--- config.mk ---
export PLATFORM = sky130hd
export DESIGN_NAME = multicycle_ctrl_fsm
export DESIGN_NICKNAME = d
export VERILOG_FILES = /design/src/rtl/ctrl_pkg.sv /design/src/rtl/mem_wait_timer.sv /design/src/rtl/multicycle_ctrl_fsm.sv
export SDC_FILE = /design/constraint.sdc
export NUM_CORES = 1
export LEC_CHECK = 0
export BUFFER_PORTS_ARGS = -buffer_cell sky130_fd_sc_hd__buf_2
export CAP_MARGIN = 20
export CORE_UTILIZATION = 51
export DETAILED_ROUTE_END_ITERATION = 8
export GPL_TIMING_DRIVEN = 0
export PLACE_DENSITY = 0.78
export REMOVE_ABC_BUFFERS = 1
export SLEW_MARGIN = 40
export SYNTH_ARGS = -nofsm -noshare
export SYNTH_HDL_FRONTEND = slang
export SYNTH_SLANG_ARGS = --single-unit
--- constraint.sdc ---
create_clock -name clk -period 2.5 [get_ports clk]
set_input_delay 0.25 -clock clk [delete_from_list [all_inputs] [get_ports clk]]
set_output_delay 0.25 -clock clk [all_outputs]
set_load 0.01 [all_outputs]
--- src/rtl/ctrl_pkg.sv ---
// ---------------------------------------------------------------------------
// ctrl_pkg
// Shared definitions for the multi-cycle controller.
// Contents:
//   state_t  - FSM state encoding (also driven out on the debug state port)
//   iclass_t - instruction class latched in DECODE
//   TYPE_*   - instruction-type field codes from the decoder
//   OP_*     - opcodes that select a non-ALU class
//   PC_SEL_* - PC source select codes
//   classify - maps {type, op} to an instruction class
// ---------------------------------------------------------------------------
package ctrl_pkg;

    localparam int OPC_W = 5;
    localparam int TYP_W = 2;

    typedef enum logic [2:0] {
        ST_IDLE   = 3'd0,
        ST_FETCH  = 3'd1,
        ST_DECODE = 3'd2,
        ST_EXEC   = 3'd3,
        ST_MEM    = 3'd4,
        ST_WB     = 3'd5,
        ST_HALT   = 3'd6
    } state_t;

    typedef enum logic [2:0] {
        CL_ALU    = 3'd0,
        CL_LOAD   = 3'd1,
        CL_STORE  = 3'd2,
        CL_BRANCH = 3'd3,
        CL_JUMP   = 3'd4
    } iclass_t;

    localparam logic [TYP_W-1:0] TYPE_R = 2'd0;
    localparam logic [TYP_W-1:0] TYPE_I = 2'd1;
    localparam logic [TYP_W-1:0] TYPE_J = 2'd2;
    localparam logic [TYP_W-1:0] TYPE_S = 2'd3;

    localparam logic [OPC_W-1:0] OP_LW  = 5'd4;
    localparam logic [OPC_W-1:0] OP_SW  = 5'd5;
    localparam logic [OPC_W-1:0] OP_BEQ = 5'd8;
    localparam logic [OPC_W-1:0] OP_J   = 5'd12;

    localparam logic [1:0] PC_SEL_INC    = 2'd0;
    localparam logic [1:0] PC_SEL_BRANCH = 2'd1;
    localparam logic [1:0] PC_SEL_JUMP   = 2'd2;

    // A J-type field always means a jump; otherwise the opcode picks the
    // memory / control-flow classes and everything else is an ALU op.
    function automatic iclass_t classify(input logic [OPC_W-1:0] op,
                                         input logic [TYP_W-1:0] typ);
        iclass_t cls;
        cls = CL_ALU;
        case (typ)
            TYPE_J: cls = CL_JUMP;
            TYPE_R, TYPE_I, TYPE_S: begin
                if (op == OP_LW)       cls = CL_LOAD;
                else if (op == OP_SW)  cls = CL_STORE;
                else if (op == OP_BEQ) cls = CL_BRANCH;
                else if (op == OP_J)   cls = CL_JUMP;
                else                   cls = CL_ALU;
            end
            default: cls = CL_ALU;
        endcase
        return cls;
    endfunction

endpackage

--- src/rtl/mem_wait_timer.sv ---
// ---------------------------------------------------------------------------
// mem_wait_timer
// Counts consecutive memory wait cycles and flags the last allowed one.
// Ports:
//   clk, rst_n   - clock, asynchronous active-low reset
//   i_clear      - restart the count (has priority over i_count_en)
//   i_count_en   - current cycle is a wait cycle (request pending, no ack)
//   o_expired    - this wait cycle is number 2**TO_W-1 in a row
// ---------------------------------------------------------------------------
module mem_wait_timer #(
    parameter int TO_W = 4
) (
    input  logic clk,
    input  logic rst_n,
    input  logic i_clear,
    input  logic i_count_en,
    output logic o_expired
);

    // r_cnt holds the number of earlier wait cycles, so the cycle that sees
    // LAST_WAIT is itself the (2**TO_W-1)-th wait.
    localparam logic [TO_W-1:0] LAST_WAIT = TO_W'((2 ** TO_W) - 2);

    logic [TO_W-1:0] r_cnt;

    always_ff @(posedge clk or negedge rst_n) begin
        if (!rst_n) begin
            r_cnt <= '0;
        end else if (i_clear) begin
            r_cnt <= '0;
        end else if (i_count_en) begin
            r_cnt <= r_cnt + TO_W'(1);
        end
    end

    assign o_expired = i_count_en && (r_cnt == LAST_WAIT);

endmodule

--- src/rtl/multicycle_ctrl_fsm.sv ---
// ---------------------------------------------------------------------------
// multicycle_ctrl_fsm
// Multi-cycle main controller: steps each instruction through FETCH, DECODE,
// EXEC, MEM and WB, drives the per-state datapath strobes, handshakes with a
// shared memory port (with a bounded wait), tracks halt and retired count.
// Ports:
//   clk, rst_n          - clock, asynchronous active-low reset
//   i_run_en            - allows leaving IDLE
//   i_op, i_type, i_stop- decoder fields, sampled in DECODE
//   i_zero              - ALU zero flag, used in EXEC for branches
//   i_mem_ack           - memory completion strobe
//   o_mem_req, o_mem_we - memory request and write qualifier
//   o_ir_we             - instruction-register load
//   o_pc_we, o_pc_sel   - PC update and source (+1 / branch / jump)
//   o_alu_en            - ALU operation strobe
//   o_reg_we, o_wb_sel  - register write and source (ALU / memory)
//   o_state             - current state (debug)
//   o_halted, o_err     - halted, sticky memory timeout
//   o_retired           - retired-instruction count (wraps)
// ---------------------------------------------------------------------------
module multicycle_ctrl_fsm
    import ctrl_pkg::*;
#(
    parameter int OP_W   = 5,
    parameter int TYPE_W = 2,
    parameter int TO_W   = 4,
    parameter int CNT_W  = 16
) (
    input  logic              clk,
    input  logic              rst_n,
    input  logic              i_run_en,
    input  logic [OP_W-1:0]   i_op,
    input  logic [TYPE_W-1:0] i_type,
    input  logic              i_stop,
    input  logic              i_zero,
    input  logic              i_mem_ack,
    output logic              o_mem_req,
    output logic              o_mem_we,
    output logic              o_ir_we,
    output logic              o_pc_we,
    output logic [1:0]        o_pc_sel,
    output logic              o_alu_en,
    output logic              o_reg_we,
    output logic              o_wb_sel,
    output logic [2:0]        o_state,
    output logic              o_halted,
    output logic              o_err,
    output logic [CNT_W-1:0]  o_retired
);

    state_t             r_state;
    state_t             w_state_next;
    iclass_t            r_class;
    logic               r_stop;
    logic               r_err;
    logic [CNT_W-1:0]   r_retired;

    logic               w_retire;
    logic               w_timeout;
    logic               w_in_wait;
    logic               w_expired;

    // Wait timer: counts only while a request is outstanding and unanswered.
    assign w_in_wait = (r_state == ST_FETCH) || (r_state == ST_MEM);

    mem_wait_timer #(
        .TO_W (TO_W)
    ) u_wait_timer (
        .clk        (clk),
        .rst_n      (rst_n),
        .i_clear    (!w_in_wait || i_mem_ack),
        .i_count_en (w_in_wait && !i_mem_ack),
        .o_expired  (w_expired)
    );

    // State register
    always_ff @(posedge clk or negedge rst_n) begin
        if (!rst_n) begin
            r_state <= ST_IDLE;
        end else begin
            r_state <= w_state_next;
        end
    end

    // Instruction context, sticky error and retired counter
    always_ff @(posedge clk or negedge rst_n) begin
        if (!rst_n) begin
            r_class   <= CL_ALU;
            r_stop    <= 1'b0;
            r_err     <= 1'b0;
            r_retired <= '0;
        end else begin
            if (r_state == ST_DECODE) begin
                r_class <= classify(OPC_W'(i_op), TYP_W'(i_type));
                r_stop  <= i_stop;
            end
            if (w_timeout) begin
                r_err <= 1'b1;
            end
            if (w_retire) begin
                r_retired <= r_retired + CNT_W'(1);
            end
        end
    end

    // Next-state logic. An ack always takes priority over the timer, so an
    // ack on the last permitted wait cycle completes normally.
    always_comb begin
        w_state_next = r_state;
        w_retire     = 1'b0;
        w_timeout    = 1'b0;
        case (r_state)
            ST_IDLE: begin
                if (i_run_en) w_state_next = ST_FETCH;
            end
            ST_FETCH: begin
                if (i_mem_ack) begin
                    w_state_next = ST_DECODE;
                end else if (w_expired) begin
                    w_timeout    = 1'b1;
                    w_state_next = ST_HALT;
                end
            end
            ST_DECODE: w_state_next = ST_EXEC;
            ST_EXEC: begin
                case (r_class)
                    CL_LOAD, CL_STORE:   w_state_next = ST_MEM;
                    CL_BRANCH, CL_JUMP:  w_retire     = 1'b1;
                    default:             w_state_next = ST_WB;
                endcase
            end
            ST_MEM: begin
                if (i_mem_ack) begin
                    if (r_class == CL_STORE) w_retire     = 1'b1;
                    else                     w_state_next = ST_WB;
                end else if (w_expired) begin
                    w_timeout    = 1'b1;
                    w_state_next = ST_HALT;
                end
            end
            ST_WB:   w_retire     = 1'b1;
            ST_HALT: w_state_next = ST_HALT;
            default: w_state_next = ST_IDLE;
        endcase
        // Retirement goes straight to the next fetch (or halt); IDLE is
        // only revisited through reset.
        if (w_retire) begin
            w_state_next = r_stop ? ST_HALT : ST_FETCH;
        end
    end

    // Output decode from state and latched class. Strobes that depend on
    // ack/zero only qualify the cycle in which they are asserted.
    always_comb begin
        o_mem_req = 1'b0;
        o_mem_we  = 1'b0;
        o_ir_we   = 1'b0;
        o_pc_we   = 1'b0;
        o_pc_sel  = PC_SEL_INC;
        o_alu_en  = 1'b0;
        o_reg_we  = 1'b0;
        o_wb_sel  = 1'b0;
        case (r_state)
            ST_FETCH: begin
                o_mem_req = 1'b1;
                o_ir_we   = i_mem_ack;
            end
            ST_EXEC: begin
                o_alu_en = 1'b1;
                if (r_class == CL_BRANCH) begin
                    o_pc_we  = 1'b1;
                    o_pc_sel = i_zero ? PC_SEL_BRANCH : PC_SEL_INC;
                end else if (r_class == CL_JUMP) begin
                    o_pc_we  = 1'b1;
                    o_pc_sel = PC_SEL_JUMP;
                end
            end
            ST_MEM: begin
                o_mem_req = 1'b1;
                o_mem_we  = (r_class == CL_STORE);
                o_pc_we   = (r_class == CL_STORE) && i_mem_ack;
            end
            ST_WB: begin
                o_reg_we = 1'b1;
                o_wb_sel = (r_class == CL_LOAD);
                o_pc_we  = 1'b1;
            end
            default: ;
        endcase
    end

    assign o_state   = r_state;
    assign o_halted  = (r_state == ST_HALT);
    assign o_err     = r_err;
    assign o_retired = r_retired;

endmodule

# Word-level counts from Yosys, hierarchy flattened
# Cells that the tools add are included.
# op_classes
n_addsub	2
multipliers	0
n_div	0
magnitude_cmp	0
n_eq_ne	22
shift	0
n_mux	36
bitwise	0
n_reduce_logical	15
# op_table
cell	n
$mux W3	11
$pmux W3 S7	1
$add A16 B1 Y16 const B	1
$mux W1	15
$eq A3 B2 Y1 const B	4
$eq A3 B3 Y1 const B	4
$pmux W3 S2	2
$eq A5 B3 Y1 const B	2
$eq A5 B4 Y1 const B	2
$mux W4	2
$eq A3 B1 Y1 const B	2
$mux W2	3
$ne A3 B3 Y1 const B	2
$pmux W1 S3	2
$reduce_or A2 Y1	3
$add A4 B1 Y4 const B	1
$eq A2 B2 Y1 const B	2
$eq A4 B4 Y1 const B	1
$ne A4 B4 Y1 const B	1
$reduce_and A4 Y1	1
$logic_and A1 B1 Y1	3
$logic_not A3 Y1	1
$reduce_or A3 Y1	1
$eq A2 B1 Y1 const B	1
other kinds (5)	7
# totals
regBits	28
latch_bits	0
mem_bits_rw	0
rom_bits	0
out_inout_bits	30
n_memories	0

# Longest topological paths before layout
# logic_depth
depth_word	8
depth_mapped	6

# Hierarchy
# A second synthesis with hierarchy kept.
# hier_totals
hier_cells	154
hier_area_um2	1527.7
# modules_own_cells
mod	n_inst	cells_per_inst	area_each_um2	seq_area_each_um2
multicycle_ctrl_fsm	1	134	1305.0	600.6
mem_wait_timer	1	20	222.7	100.1

# Worst setup path after synthesis
# Ideal clock, no wire load.
# synth_path
path_kind	register -> register
startpoint	register r_state[2], in the netlist o_state[2]
endpoint	register r_state[0], in the netlist o_state[0]
setup_ns	0.126
arrival_ns	1.704
required_time_ns	2.374
slack_ns	0.670
path_stages_with_launch	7
n_path_buf	2
synth_period_minus_slack_ns	1.830
cell_sequence	dfrtp_1 > buf_6 > and3b_4 > a41o_4 > or2_1 > buf_2 > o311a_1
# synth_via
elab_chain_cells	8
# synth_lines
item	line_no	source
start, declared	multicycle_ctrl_fsm.sv:51	state_t r_state;
start signal, assigned	multicycle_ctrl_fsm.sv:81	r_state <= w_state_next;
$eq A3 B1 Y1 / $eq A3 B3 Y1 (equally long branches)	multicycle_ctrl_fsm.sv:64, multicycle_ctrl_fsm.sv:112	
$logic_or A1 B1 Y1	multicycle_ctrl_fsm.sv:64	assign w_in_wait = (r_state == ST_FETCH) || (r_state == ST_MEM);
$logic_and A1 B1 Y1	multicycle_ctrl_fsm.sv:72	.i_count_en (w_in_wait && !i_mem_ack),
$logic_and A1 B1 Y1	mem_wait_timer.sv:36	assign o_expired = i_count_en && (r_cnt == LAST_WAIT);
$mux W3	--	
$mux W3 (on tied branches)	--	
$pmux W3 S7	multicycle_ctrl_fsm.sv:112	case (r_state)
$mux W3	multicycle_ctrl_fsm.sv:147	if (w_retire) begin
# Several ways; a longest one is shown, not always the timed one.
# A chain may end at the register's enable or synchronous reset.

# Worst setup path in the final report
# layout_path
startpoint	register r_class[0]
endpoint	output port o_pc_we
# layout_via
elab_chain_cells	4
# layout_lines
item	line_no	source
start, declared	multicycle_ctrl_fsm.sv:53	iclass_t r_class;
start signal, assigned	multicycle_ctrl_fsm.sv:94	r_class <= classify(OPC_W'(i_op), TYP_W'(i_type));
$eq A3 B3 Y1	multicycle_ctrl_fsm.sv:173	end else if (r_class == CL_JUMP) begin
$mux W1	multicycle_ctrl_fsm.sv:173	
$mux W1	multicycle_ctrl_fsm.sv:170	if (r_class == CL_BRANCH) begin
$pmux W1 S3 (*)	multicycle_ctrl_fsm.sv:163	case (r_state)
end, declared	multicycle_ctrl_fsm.sv:40	output logic o_pc_we,
# Mark *: on every way between the ends. The rest lies on a longest branch, timed or not.

==> flow_metrics.env <==
export IMPL_core_um2=2780
export IMPL_tns_ps=0
export IMPL_ir_drop_v=0.000543
export IMPL_diodes=0
export IMPL_fmax_mhz=437
export IMPL_insertion_delay_ps=320
export IMPL_ys_seq_area_frac=0.464
export IMPL_synthesis_area_um2=1510
export IMPL_regToRegStartpoint="r_class[0]"
export IMPL_synth_cells=147
export IMPL_period_share=0.916
export IMPL_synthTopCellsByCount="dfrtp_1, nor2_1, xnor2_1"
export IMPL_netlist_area_leader_share=0.464
export IMPL_rows=19
export IMPL_finalHoldViolations=0
export IMPL_clk_pin_slew_ps=140
export IMPL_clockRootBuffer="clkbuf_4"
export IMPL_gp_congestion=0.819
export IMPL_ff2ff_path_depth=4
export IMPL_synthFlopType="dfrtp_1"
export IMPL_maxCapViolCount=0
export IMPL_vias_per_cell=5.65
export IMPL_multi_input_area_um2=754
export IMPL_critPathKind="flip-flop to primary output"
export IMPL_final_core_util=0.655
export IMPL_cts_max_level=1
export IMPL_io_pins=43
export IMPL_grt_pass1_wl_um=5260
export IMPL_route_vias_total=1276
export IMPL_critPathLaunchType="flip-flop"
export IMPL_hp_class="input pin to flip-flop"
export IMPL_worstPathMaxFanout=12
export IMPL_dp_hpwl_um=2270
export IMPL_synth_cell_type_count=39
export IMPL_synth_edff_count=0
export IMPL_cts_tree="yes"
export IMPL_ys_warn_count=0
export IMPL_layout_drive_gt1_share=0.292
export IMPL_cp_required_ps=2250
export IMPL_whs_ps=163
export IMPL_r2r_slack_ps=510
export IMPL_track_usage=0.207
export IMPL_grt_pass1_vias=1200
export IMPL_first_pass_iters=4
export IMPL_min_delay_path_depth=2
export IMPL_wire_per_inst_um=13.3
export IMPL_areaGrowthSynthToFinish_pct=20.5
export IMPL_final_max_slew_viol_count=0
export IMPL_holdPathEnd="r_stop"
export IMPL_cts_resized=0
export IMPL_worstReg2RegEnd="o_retired[1]"
export IMPL_clock_skew_ps=2.16
export IMPL_grt_max_degree=29
export IMPL_drc=0
export IMPL_grt_remaining_overflow=0
export IMPL_end_kind="primary output"
export IMPL_min_from="i_stop"
export IMPL_synth_seq_cells=28
export IMPL_nNetsFinal=212
export IMPL_yosys_cell_count_top_type="dfrtp_1"
export IMPL_numCtsBuffers=3
export IMPL_clock_sinks=28
export IMPL_post_place_ws_ps=446
export IMPL_die_area_um2=3190
export IMPL_tightest_slew_ps=595
export IMPL_synth_top_area_cell="dfrtp_1"
export IMPL_arrival_ps=2040
export IMPL_period_needed_ps=2290
export IMPL_syn_area_per_cell_um2=10.3
export IMPL_async_reset_ff_frac=1.00
export IMPL_setup_viol=0
export IMPL_drt_wl_total_um=3010
export IMPL_rsz0062_at_grt="no"
export IMPL_seq_area_um2=701
export IMPL_drt_iter0_drc=68
export IMPL_start_util=0.543
export IMPL_slew_headroom=0.604
export IMPL_die_h_um=56.4
export IMPL_io_buffer_count=42
export IMPL_synth_area_leaders="dfrtp_1, xnor2_1, nor2_1"
export IMPL_cellPowerDensity_nw_per_um2=853
export IMPL_fin_ws_ps=210
export IMPL_leakagePower_nw=0.881
export IMPL_outcome="completed"
export IMPL_nFillCells=248
export IMPL_grt_antenna_before_repair=0
export IMPL_cts_path_max_buffers=2
export IMPL_die_w_um=56.4
export IMPL_ant_nets=0
-- stage by stage --
step | power, mW | cells | area (um^2)
finish | 1.55 | 226 | 1820
global route | 1.67 | 226 | 1820
CTS | 1.52 | 219 | 1770
detailed placement | 1.31 | 214 | 1720
global placement | 1.28 | 214 | 1720
floorplan | 1.09 | 141 | 1470
-- repair_timing --
item / 4_1_cts / 5_1_grt
endpoints found under the setup margin: 0 / 1
endpoints found under the hold margin: 28 / 0
buffers inserted: 0 / 7
hold buffers: 1 / 0
-- worst max-delay path, cell delays in order (launching register included) --
cell and delay [ps]:
dfrtp_1 490, or3b_1 470, a21oi_4 330, or2_1 260, buf_2 170
-- worst max path at each step --
stage               startpoint            to  slack [ps]  cells after the start
floorplan           o_state[1]    o_state[0]         580                      4
global placement    r_class[0]  o_retired[1]         490                      4
detailed placement  r_class[0]  o_retired[1]         450                      4
CTS                 r_class[0]       o_pc_we         110                      4
global route        r_class[0]       o_pc_we          70                      4
finish              r_class[0]       o_pc_we         210                      4
-- sequential cells by signal, summed over array words and instances (netlist names) --
register            cells
o_err                   1
o_retired              16
o_state                 3
r_class                 3
r_stop                  1
u_wait_timer.r_cnt      4
-- power breakdown --
group | switching (mW) | total (mW) | internal, mW
logic | 0.334 | 0.637 | 0.302
clock network | 0.126 | 0.216 | 0.0891
registers | 0.154 | 0.702 | 0.548
-- cell type report --
class	instances	share of cell area
Multi-Input combinational cell	108	0.414
Sequential cell	28	0.385
Timing Repair Buffer	50	0.150
Tap cell	31	0.0213
Clock buffer	4	0.0199
Inverter	5	0.0103
-- kinds of logic after synthesis --
| logic type | after synthesis | share of synthesized area |
|---|---|---|
| AND/OR/NAND/NOR | 50 | 0.176 |
| AO/OA/AOI/OAI | 34 | 0.174 |
| flip-flops | 28 | 0.464 |
| XOR/XNOR | 19 | 0.110 |
| buffers and inverters | 11 | 0.0372 |
| adder cells (fa/ha/maj) | 3 | 0.0248 |
| multiplexers | 2 | 0.0149 |
-- routing by layer --
layer / part of all wire / vias up / wire length (um) / track usage
li1: - / 625 / - / -
met1: 0.45 / 611 / 1360 / 0.272
met2: 0.49 / 35 / 1470 / 0.350
met3: 0.045 / 5 / 137 / 0.0300
met4: 0.013 / 0 / 40 / 0.0697
met5: 0 / - / 0 / 0
-- layout by cell type, fill, tap and decap left out, drive strengths merged, types with 2 or more instances in the layout --
| cell | synthesis | routed |
|---|---|---|
| nand3b | 2 | 2 |
| xor2 | 3 | 3 |
| inv | 5 | 5 |
| o211ai | 6 | 6 |
| nand2 | 8 | 8 |
| clkbuf | 1 | 4 |
| buf | 5 | 49 |
| nand3 | 5 | 5 |
| nand2b | 3 | 3 |
| dfrtp | 28 | 28 |
| and4 | 3 | 3 |
| mux2 | 2 | 2 |
| xnor2 | 16 | 16 |
| a21oi | 7 | 7 |
| ha | 3 | 3 |
| o21ai | 7 | 7 |
| a32o | 2 | 2 |
| and3 | 2 | 2 |
| nor3 | 4 | 4 |
| nor2 | 16 | 16 |
| o2111ai | 6 | 6 |
(Power assumes the default switching activity.)
